`config.mk`:
```
export PLATFORM = sky130hd
export DESIGN_NAME = rect_draw_scanner_flat
export DESIGN_NICKNAME = d
export VERILOG_FILES = /design/src/rtl/draw_pkg.sv /design/src/rtl/rect_draw_scanner_if.sv /design/src/rtl/rect_draw_scanner_counter.sv /design/src/rtl/rect_draw_scanner.sv /design/src/flat_wrapper.sv
export SDC_FILE = /design/constraint.sdc
export NUM_CORES = 1
export LEC_CHECK = 0
export ABC_CLOCK_PERIOD_IN_PS = 2700
export BUFFER_PORTS_ARGS = -buffer_cell sky130_fd_sc_hd__buf_4
export CAP_MARGIN = 20
export CORE_MARGIN = 3
export CORE_UTILIZATION = 49
export CTS_CLUSTER_DIAMETER = 50
export DETAILED_ROUTE_END_ITERATION = 16
export PLACE_DENSITY = 0.74
export SYNTH_ARGS = -nofsm -noshare
export SYNTH_HDL_FRONTEND = slang
export SYNTH_SLANG_ARGS = --single-unit
```
`constraint.sdc`:
```
create_clock -name clock -period 2.7 [get_ports clock]
set_input_delay 0.27 -clock clock [delete_from_list [all_inputs] [get_ports clock]]
set_output_delay 0.27 -clock clock [all_outputs]
set_load 0.01 [all_outputs]
```
`src/rtl/draw_pkg.sv`:
```
// Shared constants for the rectangle draw scanner: mode codes and FSM states.
package draw_pkg;

  localparam logic [1:0] MODE_FILL    = 2'd0;
  localparam logic [1:0] MODE_OUTLINE = 2'd1;
  localparam logic [1:0] MODE_ERASE   = 2'd2;

  localparam logic [1:0] S_IDLE = 2'd0;
  localparam logic [1:0] S_DRAW = 2'd1;
  localparam logic [1:0] S_DONE = 2'd2;

endpackage

```
`src/rtl/rect_draw_scanner_if.sv`:
```
// Request/pixel bus between the board FSM, the scanner and the VGA adapter.
// master = requester side (also supplies the adapter's ready), slave = scanner.
interface rect_draw_if #(
  parameter int XW = 9,
  parameter int YW = 8,
  parameter int DW = 5,
  parameter int CW = 3
);
  logic          start;
  logic [1:0]    mode;
  logic [XW-1:0] x_origin;
  logic [YW-1:0] y_origin;
  logic [DW-1:0] rect_w;
  logic [DW-1:0] rect_h;
  logic [CW-1:0] colour_in;
  logic          ready;
  logic [XW-1:0] x_out;
  logic [YW-1:0] y_out;
  logic [CW-1:0] colour_out;
  logic          plot;
  logic          busy;
  logic          done;

  modport master (
    output start, mode, x_origin, y_origin, rect_w, rect_h, colour_in, ready,
    input  x_out, y_out, colour_out, plot, busy, done
  );

  modport slave (
    input  start, mode, x_origin, y_origin, rect_w, rect_h, colour_in, ready,
    output x_out, y_out, colour_out, plot, busy, done
  );
endinterface

```
`src/rtl/rect_draw_scanner_counter.sv`:
```
// Raster col/row counter with runtime limits. load clears to (0,0);
// last flags the final pixel (col_max,row_max).
module rect_scan_counter #(
  parameter int DW = 5
) (
  input  logic          clock,
  input  logic          reset,
  input  logic          load,
  input  logic          en,
  input  logic [DW-1:0] col_max,
  input  logic [DW-1:0] row_max,
  output logic [DW-1:0] col,
  output logic [DW-1:0] row,
  output logic          last
);
  logic col_end;

  assign col_end = (col == col_max);
  assign last    = col_end && (row == row_max);

  // Step one pixel in raster order; wrap to (0,0) after the last pixel.
  always_ff @(posedge clock or posedge reset) begin
    if (reset) begin
      col <= '0;
      row <= '0;
    end else if (load) begin
      col <= '0;
      row <= '0;
    end else if (en) begin
      if (col_end) begin
        col <= '0;
        row <= last ? '0 : row + 1'b1;
      end else begin
        col <= col + 1'b1;
      end
    end
  end
endmodule

```
`src/rtl/rect_draw_scanner.sv`:
```
// Walks a runtime-sized rectangle and emits one pixel per accepted cycle.
// Fill, outline and erase modes; start/busy/done handshake; ready backpressure.
module rect_draw_scanner
  import draw_pkg::*;
#(
  parameter int             XW        = 9,
  parameter int             YW        = 8,
  parameter int             DW        = 5,
  parameter int             CW        = 3,
  parameter logic [CW-1:0]  BG_COLOUR = '0
) (
  input  logic  clock,
  input  logic  reset,
  rect_draw_if.slave bus
);
  logic [1:0]    state;
  logic [1:0]    mode_r;
  logic [XW-1:0] x_org;
  logic [YW-1:0] y_org;
  logic [DW-1:0] w_r, h_r;
  logic [CW-1:0] colour_r;
  logic [DW-1:0] col, row, col_max, row_max;
  logic          last, accept, drawable, advance, empty_req;

  assign col_max   = w_r - 1'b1;
  assign row_max   = h_r - 1'b1;
  assign accept    = (state == S_IDLE) && bus.start;
  assign empty_req = (bus.rect_w == '0) || (bus.rect_h == '0);

  // Outline mode only plots the border ring; interior pixels are skipped
  // in one cycle each without waiting on the adapter.
  assign drawable = (mode_r != MODE_OUTLINE) || (col == '0) || (col == col_max) ||
                    (row == '0) || (row == row_max);
  assign advance  = (state == S_DRAW) && (!drawable || bus.ready);

  rect_scan_counter #(.DW(DW)) u_cnt (
    .clock   (clock),
    .reset   (reset),
    .load    (accept),
    .en      (advance),
    .col_max (col_max),
    .row_max (row_max),
    .col     (col),
    .row     (row),
    .last    (last)
  );

  // Control FSM: IDLE -> DRAW -> DONE -> IDLE; zero-sized requests skip DRAW.
  always_ff @(posedge clock or posedge reset) begin
    if (reset) begin
      state <= S_IDLE;
    end else begin
      case (state)
        S_IDLE:  if (bus.start) state <= empty_req ? S_DONE : S_DRAW;
        S_DRAW:  if (advance && last) state <= S_DONE;
        S_DONE:  state <= S_IDLE;
        default: state <= S_IDLE;
      endcase
    end
  end

  // Request latches, captured only when a start is accepted.
  always_ff @(posedge clock or posedge reset) begin
    if (reset) begin
      mode_r   <= MODE_FILL;
      x_org    <= '0;
      y_org    <= '0;
      w_r      <= '0;
      h_r      <= '0;
      colour_r <= '0;
    end else if (accept) begin
      mode_r   <= bus.mode;
      x_org    <= bus.x_origin;
      y_org    <= bus.y_origin;
      w_r      <= bus.rect_w;
      h_r      <= bus.rect_h;
      colour_r <= bus.colour_in;
    end
  end

  // Coordinates wrap at the screen-register width; no clipping.
  assign bus.x_out      = x_org + XW'(col);
  assign bus.y_out      = y_org + YW'(row);
  assign bus.colour_out = (mode_r == MODE_ERASE) ? BG_COLOUR : colour_r;
  assign bus.plot       = (state == S_DRAW) && drawable;
  assign bus.busy       = (state == S_DRAW) || (state == S_DONE);
  assign bus.done       = (state == S_DONE);
endmodule

```
`src/flat_wrapper.sv`:
```
// flat-port wrapper written by rule: the top's interface ports become plain ports
module rect_draw_scanner_flat import draw_pkg::*;
#(
  parameter int             XW        = 9,
  parameter int             YW        = 8,
  parameter int             DW        = 5,
  parameter int             CW        = 3,
  parameter logic [CW-1:0]  BG_COLOUR = '0
)
  (clock, reset, bus_start, bus_mode, bus_x_origin, bus_y_origin, bus_rect_w, bus_rect_h, bus_colour_in, bus_ready, bus_x_out, bus_y_out, bus_colour_out, bus_plot, bus_busy, bus_done);
  rect_draw_if #(.XW(XW), .YW(YW), .DW(DW), .CW(CW)) bus_i ();
  input  logic clock;
  input  logic reset;
  input wire logic [$bits(bus_i.start)-1:0] bus_start;
  input wire logic [$bits(bus_i.mode)-1:0] bus_mode;
  input wire logic [$bits(bus_i.x_origin)-1:0] bus_x_origin;
  input wire logic [$bits(bus_i.y_origin)-1:0] bus_y_origin;
  input wire logic [$bits(bus_i.rect_w)-1:0] bus_rect_w;
  input wire logic [$bits(bus_i.rect_h)-1:0] bus_rect_h;
  input wire logic [$bits(bus_i.colour_in)-1:0] bus_colour_in;
  input wire logic [$bits(bus_i.ready)-1:0] bus_ready;
  output wire logic [$bits(bus_i.x_out)-1:0] bus_x_out;
  output wire logic [$bits(bus_i.y_out)-1:0] bus_y_out;
  output wire logic [$bits(bus_i.colour_out)-1:0] bus_colour_out;
  output wire logic [$bits(bus_i.plot)-1:0] bus_plot;
  output wire logic [$bits(bus_i.busy)-1:0] bus_busy;
  output wire logic [$bits(bus_i.done)-1:0] bus_done;
  assign bus_i.start = bus_start;
  assign bus_i.mode = bus_mode;
  assign bus_i.x_origin = bus_x_origin;
  assign bus_i.y_origin = bus_y_origin;
  assign bus_i.rect_w = bus_rect_w;
  assign bus_i.rect_h = bus_rect_h;
  assign bus_i.colour_in = bus_colour_in;
  assign bus_i.ready = bus_ready;
  assign bus_x_out = bus_i.x_out;
  assign bus_y_out = bus_i.y_out;
  assign bus_colour_out = bus_i.colour_out;
  assign bus_plot = bus_i.plot;
  assign bus_busy = bus_i.busy;
  assign bus_done = bus_i.done;
  rect_draw_scanner #(.XW(XW), .YW(YW), .DW(DW), .CW(CW), .BG_COLOUR(BG_COLOUR)) u_core (.clock(clock), .reset(reset), .bus(bus_i));
endmodule
```
### After elaboration in Yosys (flattened, before gate mapping)

Cells that the tools add are included.

| cells by class | value |
|---|---|
| bitwise logic cells | 0 |
| shifts and indexed selects | 0 |
| order comparisons | 0 |
| eq/ne operators | 8 |
| reduce and logical (&&, ||, !) cells | 22 |
| divide/modulo/power cells | 0 |
| $mul | 0 |
| add/subtract/negate cells | 6 |
| multiplexer cells | 12 |

Operator list:

| cell | number |
|---|---|
| 2-to-1 mux 5 bit | 7 |
| zero test 5 bit | 4 |
| adder 5 x 1 -> 5 bit, second input constant | 2 |
| == test 5 bit | 2 |
| subtractor 5 x 1 -> 5 bit, second input constant | 2 |
| adder 9 x 5 -> 9 bit | 1 |
| adder 8 x 5 -> 8 bit | 1 |
| logical OR 1 bit | 7 |
| 2-to-1 mux 2 bit | 3 |
| logical AND 1 bit | 5 |
| == test 2 bit, second input constant | 2 |
| inequality test 2 bit, second input constant | 2 |
| one-hot mux 2 bit (2 select lines) | 1 |
| AND reduction 2 bit | 2 |
| nonzero test 2 bit | 2 |
| 2-to-1 mux 3 bit | 1 |
| == test 2 x 1 -> 1 bit, second input constant | 1 |
| zero test 2 bit | 1 |
| inequality test 2 x 1 -> 1 bit, second input constant | 1 |
| zero test 1 bit | 1 |

| word-level totals | value |
|---|---|
| bits of input ports | 36 |
| ROM bits | 0 |
| word-level logic and storage cells | 57 |
| output and inout port bits | 23 |
| memories | 0 |
| bits in latches | 0 |
| bits in registers | 44 |
| RAM bits | 0 |

### Depth between registers and ports, before layout

Gate-level depths: netlist of the first run.

| depth | value |
|---|---|
| depth after elaboration | 11 |
| gate-level depth with buffers | 9 |
| depth with buffers taken out | 9 |

### Cells and area by module

A second synthesis of the first run with hierarchy kept.

| unflattened totals | value |
|---|---|
| cell total of the unflattened synthesis | 283 |
| area total of the unflattened synthesis | 2,906.5 µm² |

By module, submodules not included:

| module | area each (µm²) | cells each | times used | seq. area each (µm²) |
|---|---|---|---|---|
| rect_draw_scanner | 2,215.9 | 207 | 1 | 850.8 |
| rect_scan_counter | 690.7 | 76 | 1 | 250.2 |

### Least setup slack after synthesis of the first run

Ideal clock, no wire load.

| path | value |
|---|---|
| path kind | register to register |
| start | register u_core.w_r[0] |
| end | register u_core.u_cnt.row[3] |
| clock period less this slack | 2.072 ns |
| arrival time | 1.985 ns |
| required time | 2.613 ns |
| setup slack | 0.628 ns |
| stages on the path, launching flop included | 9 |
| library setup time | 0.087 ns |
| buffers on the path | 0 |
| cell sequence | dfrtp_1 -> inv_1 -> ha_1 -> xor2_1 -> o211ai_4 -> a2111oi_4 -> nand4_1 -> xor2_1 -> a211oi_2 |

| on the way | value |
|---|---|
| cells in the longest elaborated chain, start to end | 10 |
| elaborated cells on any way between the ends | 16 |
| classes of those cells | add/sub: 1; eq/ne: 1; mux: 4; reduce/logical: 10 |

Ends and longest elaborated chain:

| element | RTL line | text |
|---|---|---|
| start, declared | rect_draw_scanner.sv:20 | `logic [DW-1:0] w_r, h_r;` |
| start signal, assigned | rect_draw_scanner.sv:75 | `w_r <= bus.rect_w;` |
| subtractor 5 x 1 -> 5 bit (*) | rect_draw_scanner.sv:25 | `assign col_max = w_r - 1'b1;` |
| == test 5 bit (*) | rect_draw_scanner_counter.sv:18, rect_draw_scanner.sv:32 |  |
| logical OR 1 bit (2 in series) | rect_draw_scanner.sv:32 | `assign drawable = (mode_r != MODE_OUTLINE) \|\| (col == '0) \|\| (col == col_max) \|\|` |
| logical OR 1 bit | rect_draw_scanner.sv:33 | `(row == '0) \|\| (row == row_max);` |
| zero test 1 bit | rect_draw_scanner.sv:34 | `assign advance = (state == S_DRAW) && (!drawable \|\| bus.ready);` |
| logical OR 1 bit | rect_draw_scanner.sv:34 |  |
| logical AND 1 bit | rect_draw_scanner.sv:34 |  |
| nonzero test 2 bit (no source line) | -- |  |
| AND reduction 2 bit (no source line) | -- |  |
| end signal, assigned | rect_draw_scanner_counter.sv:32 | `row <= last ? '0 : row + 1'b1;` |
| end, declared | rect_draw_scanner_counter.sv:13 | `output logic [DW-1:0] row,` |

Mark *: on every way between the ends. The rest lies on a longest branch, timed or not. The select of a mux whose other input is x is not followed.
A chain may end at the register's enable or synchronous reset.

### Final worst setup path of the first run

| path | value |
|---|---|
| start | register u_core.w_r[0] |
| end | output port bus_plot |

| on the way | value |
|---|---|
| cells in the longest elaborated chain, start to end | 6 |

Ends and longest elaborated chain:

| element | RTL line | text |
|---|---|---|
| subtractor 5 x 1 -> 5 bit | rect_draw_scanner.sv:25 |  |
| == test 5 bit | rect_draw_scanner.sv:32 |  |
| logical OR 1 bit (2 in series) | rect_draw_scanner.sv:32 |  |
| logical OR 1 bit | rect_draw_scanner.sv:33 |  |
| logical AND 1 bit | rect_draw_scanner.sv:85 | `assign bus.plot = (state == S_DRAW) && drawable;` |
| end, declared | flat_wrapper.sv:25 | `output wire logic [$bits(bus_i.plot)-1:0] bus_plot;` |

No other way between the ends.

==> metrics.csv, run 1 <==
stage,metric,value,unit
sta,share of the clock period used by the worst path after layout,93.71,%
setup_path,r2r startpoint,u_core.w_r[0],
route,Final Routed Wirelength,6103,um
power,cell leakage power,1.719,nW
global_routing,first-pass GRT wire length,10210,um
flow_run,max-cap violations,0,
route,number of DRC violations after detailed routing,0,
synthesis,distinct cell type count of the synthesized netlist,46,
cells_and_area,Area Overhead vs Synth,23.15,%
route,initial detailed-routing violation count,72,
sta,count of endpoints failing setup in the final report,0,
synthesis,total standard cell area after synthesis,2821,sq um
synthesis,cell types occupying the most area after synthesis,"sky130_fd_sc_hd__dfrtp_1 (39%), sky130_fd_sc_hd__nand2_1 (13%), sky130_fd_sc_hd__ha_1 (8.4%)",
cells_and_area,total of fill cells in the finished design,507,
setup_path,Critical Path Sink Type,primary output,
global_routing,remaining global-route overflow,0,
route,routed via count,2299,
synthesis,Yosys warnings,0,
sta,maximum clock rate,395.2,MHz
cells_and_area,Final Cell Area,3475,sq um
placement,Area after DPL,3339,sq um
setup_path,kind of critical path,flop to primary output,
sta,"Min Clock Period, post-route",2.530,ns
global_routing,pin count of the biggest net entering global routing,34,
setup_path,crit path launch type,flop,
synthesis,share of synthesized registers carrying an async set or reset,100.0,%
power,sequential group share of total power,33.2,%
placement,GP Congestion,0.8064,
cells_and_area,share of cells above drive strength 1,23.86,%
placement,DP Wirelength,4580,um
floorplan,Initial Utilization,50.93,%
sta,transition time at the pin with the least slew margin,0.8442,ns
power,Switch Pwr,1.461,mW
sta,Setup TNS Final,0,ns
clocking,Inserted Clock Buffers,5,
setup_path,Worst EP required,2.43,ns
hold_path,worst min-delay path category,primary input to async pin,
sta,post-route clock skew,0.01294,ns
floorplan,number of top-level design ports,59,
setup_path,FF-to-FF setup slack,0.41,ns
clocking,maximum root-to-sink buffer count,2,
power,Switching Share,41.77,%
floorplan,placeable core area,5540,sq um
synthesis,gate count after technology mapping,313,
synthesis,dominant cell type by area after synthesis,sky130_fd_sc_hd__dfrtp_1,
synthesis,Synth top area share,39.02,%
sta,final count of hold timing violations,0,
route,drt via density,5.166,
run_status,status,"finished, final reports clean",
global_routing,number of antenna violations at the first check in global routing,0,
cells_and_area,diode count,0,
synthesis,synthesized net count,370,
synthesis,most used flip-flop cell after synthesis,sky130_fd_sc_hd__dfrtp_1,
synthesis,"Seq/Total Area, Yosys",39.02,%
clocking,buffer count from post-CTS setup fixing,0,
clocking,clock slew at reported path FFs,0.10,ns
cells_and_area,Nets,429,
clocking,level count of the clock H-tree,2,
floorplan,Std-Cell Rows,27,
route,first-pass iteration count of the detailed router,4,
clocking,insertion delay of the later-clocked pin in the worst-skew pair,0.31,ns
setup_path,number of cells on the worst reg-to-reg path,8,
sta,RSZ-0062 raised after global routing,yes,
synthesis,Post-synth top cells,"sky130_fd_sc_hd__nand2_1 (94), sky130_fd_sc_hd__dfrtp_1 (44), sky130_fd_sc_hd__inv_1 (24)",
power,share of power burned in the clock network,15.2,%
floorplan,chip width,81.88,um
floorplan,area of the die,6704,sq um
clocking,CTS tree,done,
global_routing,number of global-route vias before repair,2222,
route,average wire length per cell after detail routing,13.71,um
power,P per Cell Area,1006,nW/um^2
setup_path,worst reg2reg path endpoint,u_core.u_cnt.row[3],
sta,normalized max-slew margin,43.37,%
sta,max-slew violation total from the final report,0,
setup_path,Critical Path Fanout Max,9,
synthesis,number of enable flip-flop cells after synthesis,0,
clocking,Root Buffer Master,sky130_fd_sc_hd__clkbuf_8,
power,proportion of power drawn by combinational gates,51.6,%
synthesis,"FF+latch count, synth",44,
synthesis,most instantiated library cell after synthesis,sky130_fd_sc_hd__nand2_1,
placement,IO Port Bufs,58,
setup_path,crit path DAT,2.26,ns
floorplan,die height,81.88,um
clocking,CTS sink cnt,44,
route,remaining antenna violation count after routing,0,
synthesis,Avg Inst Size Synth,9.014,sq um
power,"IR drop worst, VDD",0.5225,mV
global_routing,global routing usage summed across all routing layers,19.97,%
power,internal power,2.036,mW
power,Final Total Pwr,3.497,mW
layout make-up:
class                      instances  area, sq um  area share (%)
sequential                        44         1105           31.80
timing repair buffer              63        473.0           13.61
multi-input combinational        234         1602           46.09
inverter                          24        90.09           2.593
clock inverter                     3        46.29           1.332
tap                               72        90.09           2.593
clock buffer                       5        68.82           1.981
flip-flops by register name, summed over array words and instances, names as in the netlist:
name / flops
u_core.x_org: 9
u_core.y_org: 8
u_core.h_r: 5
u_core.u_cnt.col: 5
u_core.u_cnt.row: 5
u_core.w_r: 5
u_core.colour_r: 3
u_core.mode_r: 2
u_core.state: 2
power by group through the flow:
stage | Sequential, mW | Clock [mW] | Combinational (mW)
3_3_place_gp | 1.15 | 0 | 1.76
5_1_grt | 1.20 | 0.567 | 2.03
4_1_cts | 1.15 | 0.538 | 1.80
6_report | 1.16 | 0.531 | 1.81
2_1_floorplan | 1.09 | 0 | 1.25
3_5_place_dp | 1.16 | 0 | 1.79
critical path, stage by stage (launching register included):
cell and delay, ns:
sky130_fd_sc_hd__dfrtp_1 0.40, sky130_fd_sc_hd__inv_1 0.07, sky130_fd_sc_hd__ha_1 0.30, sky130_fd_sc_hd__xor2_1 0.23, sky130_fd_sc_hd__o211ai_4 0.13, sky130_fd_sc_hd__a211o_4 0.39
sky130_fd_sc_hd__and3_1 0.18, sky130_fd_sc_hd__nor2_1 0.12, sky130_fd_sc_hd__buf_4 0.14
per-stage QoR:
stage	cells	utilization, %	setup WS (ns)	hold slack [ns]
floorplan	313	-	0.6284	0.3754
global placement	437	60.28	0.4659	0.3592
detailed placement	437	60.28	0.4188	0.3596
CTS	445	62.35	0.1292	0.02155
global route	445	62.71	0.004863	0.04754
finish	445	62.71	0.1699	0.01463
cell usage in the layout, fill, tap and decap left out, types with 2 or more instances in the layout:
cell type	instances
sky130_fd_sc_hd__nand2_1	94
sky130_fd_sc_hd__buf_4	63
sky130_fd_sc_hd__dfrtp_1	41
sky130_fd_sc_hd__inv_1	23
sky130_fd_sc_hd__ha_1	19
sky130_fd_sc_hd__xnor2_1	18
sky130_fd_sc_hd__o21ai_0	11
sky130_fd_sc_hd__xor2_1	10
sky130_fd_sc_hd__a21oi_1	10
sky130_fd_sc_hd__nor2_1	8
sky130_fd_sc_hd__nand3_1	5
sky130_fd_sc_hd__nand4_1	5
sky130_fd_sc_hd__clkbuf_8	5
sky130_fd_sc_hd__and2_1	4
sky130_fd_sc_hd__o21bai_1	4
sky130_fd_sc_hd__a21o_1	3
sky130_fd_sc_hd__a211oi_2	3
sky130_fd_sc_hd__o2bb2ai_1	3
sky130_fd_sc_hd__dfrtp_2	3
sky130_fd_sc_hd__xnor2_2	2
sky130_fd_sc_hd__and3_1	2
sky130_fd_sc_hd__nor3_1	2
sky130_fd_sc_hd__o22ai_1	2
sky130_fd_sc_hd__or4_1	2
sky130_fd_sc_hd__o221ai_1	2
sky130_fd_sc_hd__nand2b_1	2
sky130_fd_sc_hd__nor4b_1	2
sky130_fd_sc_hd__fa_1	2
worst max path at each step:
stage	startpoint	cells after the start	endpoint	slack, ns
global placement	u_core.w_r[0]	8	u_core.u_cnt.row[4]	0.47
floorplan	u_core.w_r[0]	8	u_core.u_cnt.row[3]	0.63
detailed placement	u_core.w_r[0]	8	u_core.u_cnt.row[3]	0.42
finish	u_core.w_r[0]	8	bus_plot	0.17
CTS	u_core.u_cnt.col[0]	10	bus_x_out[8]	0.13
global route	u_core.u_cnt.col[0]	10	bus_x_out[8]	0.005
layer usage:
metal / wire length, um / track usage, %
met4: 33 / 5.482
met1: 2888 / 28.08
met5: 0 / 0
met3: 294 / 4.386
met2: 2887 / 31.02
timing repair:
item | 4_1_cts | 5_1_grt
hold endpoints to repair | 0 | 0
hold buffers | 0 | 0
setup endpoints to repair | 0 | 3
resized for setup | 0 | 5
kinds of logic (layout without fill, tap and decap cells):
kind of cell / Yosys count / count (layout) / share of synthesized area (%)
AO/OA/AOI/OAI: 51 / 51 / 15.43
XOR/XNOR: 30 / 30 / 9.845
adder cells (fa/ha/maj): 21 / 21 / 9.845
buffers and inverters: 35 / 95 / 4.789
flip-flops: 44 / 44 / 39.02
AND/OR/NAND/NOR: 132 / 132 / 21.06
Power figures use the tool's default switching activity.
==> run 2: changes to the inputs <==
--- a/config.mk
+++ b/config.mk
@@ -5,7 +5,7 @@
 export SDC_FILE = /design/constraint.sdc
 export NUM_CORES = 1
 export LEC_CHECK = 0
-export ABC_CLOCK_PERIOD_IN_PS = 2700
+export ABC_CLOCK_PERIOD_IN_PS = 2400
 export BUFFER_PORTS_ARGS = -buffer_cell sky130_fd_sc_hd__buf_4
 export CAP_MARGIN = 20
 export CORE_MARGIN = 3
==> constraint.sdc (replaced) <==
create_clock -name clock -period 2.4 [get_ports clock]
set_input_delay 0.24 -clock clock [delete_from_list [all_inputs] [get_ports clock]]
set_output_delay 0.24 -clock clock [all_outputs]
set_load 0.01 [all_outputs]
==> run 2 against run 1 <==
  * Worst setup slack worse by 0.12 ns
  * Sequential cell count stayed put
  * Critical endpoint unchanged
  * Sequential share of layout area is 1.1 points lower
  * Critical path depth stayed put
  * First-iteration DRC count is 47% higher
  * Cell area is 3.7% higher
  * Total power is 17% higher
  * Wire length is 6.9% higher
  * Critical path type unchanged
  * Die area stayed put
  * Utilization is 2.3 points higher
==> metrics.csv, run 2 (synthesis gave the netlist of run 1 again) <==
stage,metric,value,unit,change
run_status,status,"finished, final reports clean",,
sta,"Min Clock Period, post-route",2.347,ns,
floorplan,placeable core area,5540,sq um,unchanged
placement,"worst slack, placed",0.1569,ns,-0.2619 ns
power,Final Total Pwr,4.077,mW,+17%
clocking,CTS tree,done,,
setup_path,number of cells on the worst reg-to-reg path,8,,unchanged
sta,share of the clock period used by the worst path after layout,97.80,%,
setup_path,crit path DAT,2.11,ns,-0.15 ns
placement,cell total after placement,439,,+0.46%
cells_and_area,final core occ,65.04,%,+2.3 points
floorplan,chip width,81.88,um,unchanged
clocking,hold_buf cts,0,,unchanged
global_routing,pin count of the biggest net entering global routing,45,,+32%
sta,max-slew violation total from the final report,0,,unchanged
floorplan,number of top-level design ports,59,,unchanged
cells_and_area,Largest register FFs,9,,unchanged
power,P per Cell Area,1131,nW/um^2,+12%
clocking,Inserted Clock Buffers,5,,unchanged
cells_and_area,most frequent standard cell in the layout excluding fill and tap cells,sky130_fd_sc_hd__nand2_1,,
global_routing,remaining global-route overflow,0,,unchanged
floorplan,die height,81.88,um,unchanged
global_routing,global routing usage summed across all routing layers,20.78,%,+0.81 points
clocking,insertion delay of the later-clocked pin in the worst-skew pair,0.30,ns,about the same
sta,RSZ-0062 raised after global routing,yes,,
sta,post-route clock skew,0.005842,ns,-0.007097 ns
route,average wire length per cell after detail routing,14.22,um,+3.7%
clocking,level count of the clock H-tree,2,,unchanged
route,initial detailed-routing violation count,106,,+47%
cells_and_area,share of cells above drive strength 1,29.20,%,+5.3 points
hold_path,worst min-delay path category,primary input to async pin,,
cells_and_area,diode count,0,,unchanged
clocking,Root Buffer Master,sky130_fd_sc_hd__clkbuf_8,,
floorplan,Initial Utilization,50.93,%,unchanged
setup_path,"Largest stage delay, worst path",0.39,ns,about the same
route,drt via density,5.259,,+1.8%
floorplan,Std-Cell Rows,27,,unchanged
setup_path,r2r startpoint,u_core.w_r[0],,
cells_and_area,Area Overhead vs Synth,27.72,%,
route,remaining antenna violation count after routing,0,,unchanged
setup_path,Worst path slowest cell,sky130_fd_sc_hd__dfrtp_1,,
cells_and_area,register ranked first by flip-flop count,u_core.x_org,,
clocking,maximum root-to-sink buffer count,2,,unchanged
placement,GP Congestion,0.8083,,+0.24%
sta,maximum clock rate,426.1,MHz,
global_routing,number of antenna violations at the first check in global routing,0,,unchanged
route,Final Routed Wirelength,6525,um,+6.9%
sta,final count of hold timing violations,0,,unchanged
sta,final-layout worst hold slack,0.06600,ns,+0.05137 ns
power,cell leakage power,1.786,nW,+3.9%
flow_run,max-cap violations,0,,unchanged
floorplan,area of the die,6704,sq um,unchanged
placement,IO Port Bufs,58,,unchanged
sta,transition time at the pin with the least slew margin,0.5656,ns,-0.2786 ns
sta,Final Worst Setup Slack,0.05290,ns,-0.1170 ns
cells_and_area,Final Cell Area,3603,sq um,+3.7%
cells_and_area,post-route insts no fill,459,,+3.1%
cells_and_area,most frequent cells in the layout,"sky130_fd_sc_hd__nand2_1 (94), sky130_fd_sc_hd__buf_4 (77), sky130_fd_sc_hd__dfrtp_1 (40), sky130_fd_sc_hd__inv_1 (21), sky130_fd_sc_hd__xnor2_1 (18)",,
setup_path,Critical Path Sink Type,primary output,,
setup_path,Worst EP required,2.16,ns,-0.27 ns
power,"IR drop worst, VDD",0.5373,mV,+2.8%
setup_path,Critical Path Fanout Max,4,,-5
setup_path,kind of critical path,flop to primary output,,
setup_path,worst reg2reg path endpoint,u_core.u_cnt.row[4],,
setup_path,FF-to-FF setup slack,0.13,ns,-0.28 ns
sta,Setup TNS Final,0,ns,unchanged
cells_and_area,Regs by FF count,"u_core.x_org (9), u_core.y_org (8)",,
global_routing,number of global-route vias before repair,2348,,+5.7%
placement,Area after DPL,3354,sq um,+0.45%
clocking,clock slew at reported path FFs,0.09,ns,about the same
cells_and_area,Nets,443,,+3.3%
route,first-pass iteration count of the detailed router,4,,unchanged
route,routed via count,2414,,+5.0%
sta,normalized max-slew margin,62.29,%,+19 points
clocking,CTS sink cnt,44,,unchanged
setup_path,crit path launch type,flop,,
sta,count of endpoints failing setup in the final report,0,,unchanged
placement,DP Wirelength,4622,um,+0.91%
setup_path,list of cells traversed by the critical path,"inv_1, ha_1, xnor2_1, o2bb2ai_2, a211o_4, and3_1, nor2_1, buf_4",,
route,number of DRC violations after detailed routing,0,,unchanged
global_routing,first-pass GRT wire length,10710,um,+4.9%
run 2: cell count changes in the layout (fill, tap and decap cells not counted), moves of 2 or more:
| cell | change |
|---|---|
| sky130_fd_sc_hd__a21oi_1 | -3 |
| sky130_fd_sc_hd__a21oi_2 | +3 |
| sky130_fd_sc_hd__buf_4 | +14 |
| sky130_fd_sc_hd__fa_1 | -2 |
| sky130_fd_sc_hd__fa_2 | +2 |
| sky130_fd_sc_hd__ha_1 | -2 |
| sky130_fd_sc_hd__inv_1 | -2 |
| sky130_fd_sc_hd__inv_2 | +2 |
run 2: metal layers:
metal  global-route usage [%]  routed length [um]  vias to the layer above
li1                         -                   -                     1184
met1                    27.94                2884                     1159
met2                    34.98                3293                       58
met3                    3.399                 239                       13
met4                    4.983                 108                        0
met5                        0                   0                        -
run 2: what timing repair did:
item,4_1_cts,5_1_grt
endpoints found under the hold margin,0,0
buffers inserted,6,6
gates cloned,0,0
pin swaps,4,10
resized for setup,5,11
setup endpoints to repair,6,10
run 2: cell type report:
cell class	instances	area [sq um]
clock inverters	3	46.29
clock buffers	5	68.82
fillers	492	1937
flip-flops and latches	44	1106
inverters	24	90.09
well taps	72	90.09
repair buffers	77	578.1
multi-input cells	234	1624
run 2: worst max-delay path by stage:
stage / startpoint / endpoint / slack (ns) / cells past startpoint
3_3_place_gp: u_core.w_r[0] / u_core.u_cnt.row[3] / 0.19 / 8
4_1_cts: u_core.u_cnt.row[1] / bus_y_out[7] / 0.006 / 8
2_1_floorplan: u_core.w_r[0] / u_core.u_cnt.row[3] / 0.33 / 8
5_1_grt: u_core.x_org[0] / bus_x_out[8] / -0.14 / 10
3_5_place_dp: u_core.w_r[0] / u_core.u_cnt.row[4] / 0.16 / 8
6_report: u_core.w_r[0] / bus_plot / 0.05 / 8
run 2: where the power goes:
group | switching [mW] | total, mW | internal, mW | leakage, nW
clock network | 0.273 | 0.587 | 0.314 | 0.0548
registers | 0.242 | 1.28 | 1.04 | 0.553
logic | 1.17 | 2.21 | 1.04 | 1.18
run 2: worst max-delay path: cells and delay by family (launching register included):
family,cells,cell delay [ns]
XOR/XNOR,1,0.16
adder cells (fa/ha/maj),1,0.24
AO/OA/AOI/OAI,2,0.51
AND/OR/NAND/NOR,2,0.29
buffers and inverters,2,0.21
flip-flops,1,0.39
==> run 3: changes to the inputs <==
--- a/config.mk
+++ b/config.mk
@@ -8,6 +8,7 @@
 export ABC_CLOCK_PERIOD_IN_PS = 2400
 export BUFFER_PORTS_ARGS = -buffer_cell sky130_fd_sc_hd__buf_4
 export CAP_MARGIN = 20
+export CORE_ASPECT_RATIO = 1.1
 export CORE_MARGIN = 3
 export CORE_UTILIZATION = 49
 export CTS_CLUSTER_DIAMETER = 50
==> run 3 against run 2 <==
  * Global-route usage fell by 0.97 points
  * Critical path type unchanged
  * Critical path depth up 2
  * Via count up 1.4%
  * Register-to-register slack got worse by 0.05 ns
  * Total power grew 1.5%
  * Maximum frequency rose by 0.74%
  * Sequential share of layout area shrank 0.86 points
  * Utilization rose by 2.9 points
  * Sequential power hardly changed
  * Largest cell class unchanged
  * First-iteration DRC count shrank 3.8%
  * Wire length is 1.9% higher
  * Cell count grew 2.6%
==> metrics.csv, run 3 (synthesis gave the netlist of run 1 again) <==
stage,metric,value,unit,change
global_routing,global-route layer with the greatest usage,met2,,
route,average wire length per cell after detail routing,14.12,um,-0.68%
placement,GP Congestion,0.8216,,+1.6%
cells_and_area,Regs by FF count,"u_core.x_org (9), u_core.y_org (8)",,
global_routing,remaining global-route overflow,0,,unchanged
route,number of DRC violations after detailed routing,0,,unchanged
cells_and_area,register ranked first by flip-flop count,u_core.x_org,,
setup_path,kind of critical path,flop to primary output,,
clocking,CTS tree,done,,
route,drt via density,5.200,,-1.1%
power,share of power burned in the clock network,14.7,%,+0.3 points
setup_path,list of cells traversed by the critical path,"ha_1, inv_1, fa_2, nor2b_1, o21a_1, o21ai_0, nand2b_1, nand4_1, xnor2_1, buf_4",,
clocking,Inserted Clock Buffers,5,,unchanged
sta,RSZ-0062 raised after global routing,yes,,
global_routing,number of global-route vias before repair,2352,,+0.17%
power,internal power,2.457,mW,+2.7%
cells_and_area,share of cells above drive strength 1,33.08,%,+3.9 points
power,P per Cell Area,1115,nW/um^2,-1.4%
sta,share of the clock period used by the worst path after layout,97.08,%,-0.72 points
sta,final count of hold timing violations,0,,unchanged
setup_path,Critical Path Fanout Max,2,,-2
floorplan,die height,85.59,um,+4.5%
placement,IO Port Bufs,58,,unchanged
setup_path,crit path DAT,2.09,ns,-0.02 ns
setup_path,Worst EP required,2.16,ns,about the same
clocking,level count of the clock H-tree,2,,unchanged
setup_path,number of buffer and inverter stages on the critical path,2,,unchanged
floorplan,Std-Cell Rows,28,,+3.7%
global_routing,number of antenna violations at the first check in global routing,0,,unchanged
sta,final-layout worst hold slack,0.01826,ns,-0.04773 ns
setup_path,crit path launch type,flop,,
global_routing,met3 Resource Use GR,3.571,%,+0.17 points
power,"IR drop worst, VDD",0.6022,mV,+12%
power,Switching Share,40.63,%,-0.68 points
power,cell leakage power,1.837,nW,+2.9%
global_routing,global routing usage summed across all routing layers,19.82,%,-0.97 points
sta,transition time at the pin with the least slew margin,0.9141,ns,+0.3484 ns
global_routing,pin count of the biggest net entering global routing,27,,-40%
placement,DP Wirelength,4672,um,+1.1%
route,first-pass iteration count of the detailed router,4,,unchanged
cells_and_area,Largest register FFs,9,,unchanged
clocking,CTS sink cnt,44,,unchanged
cells_and_area,diode count,0,,unchanged
sta,normalized max-slew margin,38.68,%,-24 points
clocking,maximum root-to-sink buffer count,2,,unchanged
floorplan,number of top-level design ports,59,,unchanged
power,Switch Pwr,1.682,mW,-0.15%
cells_and_area,Nets,452,,+2.0%
sta,post-route clock skew,0.006783,ns,+0.0009410 ns
cells_and_area,most frequent standard cell in the layout excluding fill and tap cells,sky130_fd_sc_hd__nand2_1,,
global_routing,routing usage on met1,26.47,%,-1.5 points
setup_path,Critical Path Sink Type,primary output,,
setup_path,"Largest stage delay, worst path",0.37,ns,-0.02 ns
clocking,insertion delay of the later-clocked pin in the worst-skew pair,0.30,ns,about the same
setup_path,top cell family by delay on the critical path,adder cells,,
flow_run,max-cap violations,0,,unchanged
clocking,clock slew at reported path FFs,0.09,ns,about the same
sta,max-slew violation total from the final report,0,,unchanged
cells_and_area,Area Overhead vs Synth,31.53,%,
route,initial detailed-routing violation count,102,,-3.8%
run_status,status,"finished, final reports clean",,
route,remaining antenna violation count after routing,0,,unchanged
setup_path,total stage count of the critical path,10,,+2
floorplan,chip width,78.35,um,-4.3%
global_routing,met2 capacity usage during global routing,33.10,%,-1.9 points
floorplan,area of the die,6706,sq um,about the same
sta,maximum clock rate,429.2,MHz,+0.74%
floorplan,placeable core area,5465,sq um,-1.4%
sta,count of endpoints failing setup in the final report,0,,unchanged
setup_path,Worst path slowest cell,sky130_fd_sc_hd__dfrtp_1,,
power,Final Total Pwr,4.139,mW,+1.5%
hold_path,worst min-delay path category,primary input to async pin,,
sta,"Min Clock Period, post-route",2.330,ns,-0.01717 ns
route,routed via count,2449,,+1.4%
route,Final Routed Wirelength,6650,um,+1.9%
power,sequential group share of total power,31.0,%,-0.3 points
global_routing,first-pass GRT wire length,10810,um,+0.97%
power,proportion of power drawn by combinational gates,54.3,%,about the same
clocking,Root Buffer Master,sky130_fd_sc_hd__clkbuf_8,,
cells_and_area,most frequent cells in the layout,"sky130_fd_sc_hd__nand2_1 (94), sky130_fd_sc_hd__buf_4 (86), sky130_fd_sc_hd__dfrtp_1 (39), sky130_fd_sc_hd__inv_1 (21), sky130_fd_sc_hd__xnor2_1 (18)",,
floorplan,Initial Utilization,51.63,%,+0.70 points
setup_path,number of cells on the worst reg-to-reg path,9,,+1
==> run 3: cell types whose count changed in the layout (fill, tap and decap cells not counted), sizes merged <==
cell	previous run	this run
inv	24	23
buf	77	86
clkinv	1	2
clkinvlp	1	0
clkbuf	5	6
==> run 3: per-layer routing <==
layer	part of all wire, %	routed length, um
met3	5.3	355
met1	44	2913
met5	0	0
met2	49	3260
met4	1.8	121
==> run 3: final timing paths <==
kind	start	end	slack, ns
setup reg to reg	u_core.u_cnt.col[0]	u_core.u_cnt.col[2]	0.08
max in group asynchronous	reset	u_core.u_cnt.row[2]	1.75
hold reg to reg	u_core.colour_r[2]	u_core.colour_r[2]	0.47
setup / recovery	u_core.u_cnt.col[0]	bus_x_out[8]	0.07
hold / removal	reset	u_core.y_org[6]	0.02
min in group clock	bus_x_origin[4]	u_core.x_org[4]	0.12
==> run 3: layout make-up <==
type	count	area (sq um)
timing repair buffer	86	645.6
sequential	44	1107
fill	460	1754
clock inverter	2	38.79
inverter	24	90.09
multi-input combinational	234	1653
clock buffer	6	82.58
tap	75	93.84
==> run 3: timing repair <==
action	in CTS	in global routing
resized for setup	6	18
hold endpoints to repair	0	0
setup buffers	4	15
endpoints found under the setup margin	6	8
pin swaps	1	16
gates cloned	0	0
hold buffers	0	0
==> run 3: power groups by stage <==
stage	logic (mW)	registers [mW]	clock network, mW
floorplan	1.40	1.23	0
global placement	2.00	1.29	0
detailed placement	2.03	1.30	0
CTS	2.12	1.28	0.616
global route	2.50	1.32	0.655
finish	2.25	1.28	0.610
==> run 3: metrics by stage <==
step	TNS (ns)	setup slack (ns)	cells	utilization [%]	instance area, sq um
after detailed placement	0	0.1646	444	61.72	3373
after global routing	-0.2424	-0.07243	471	67.90	3711
final	0	0.07006	471	67.90	3711
after CTS	0	0.004407	456	64.81	3542
after global placement	0	0.2002	444	61.72	3373
after floorplan	0	0.3284	313	-	2821
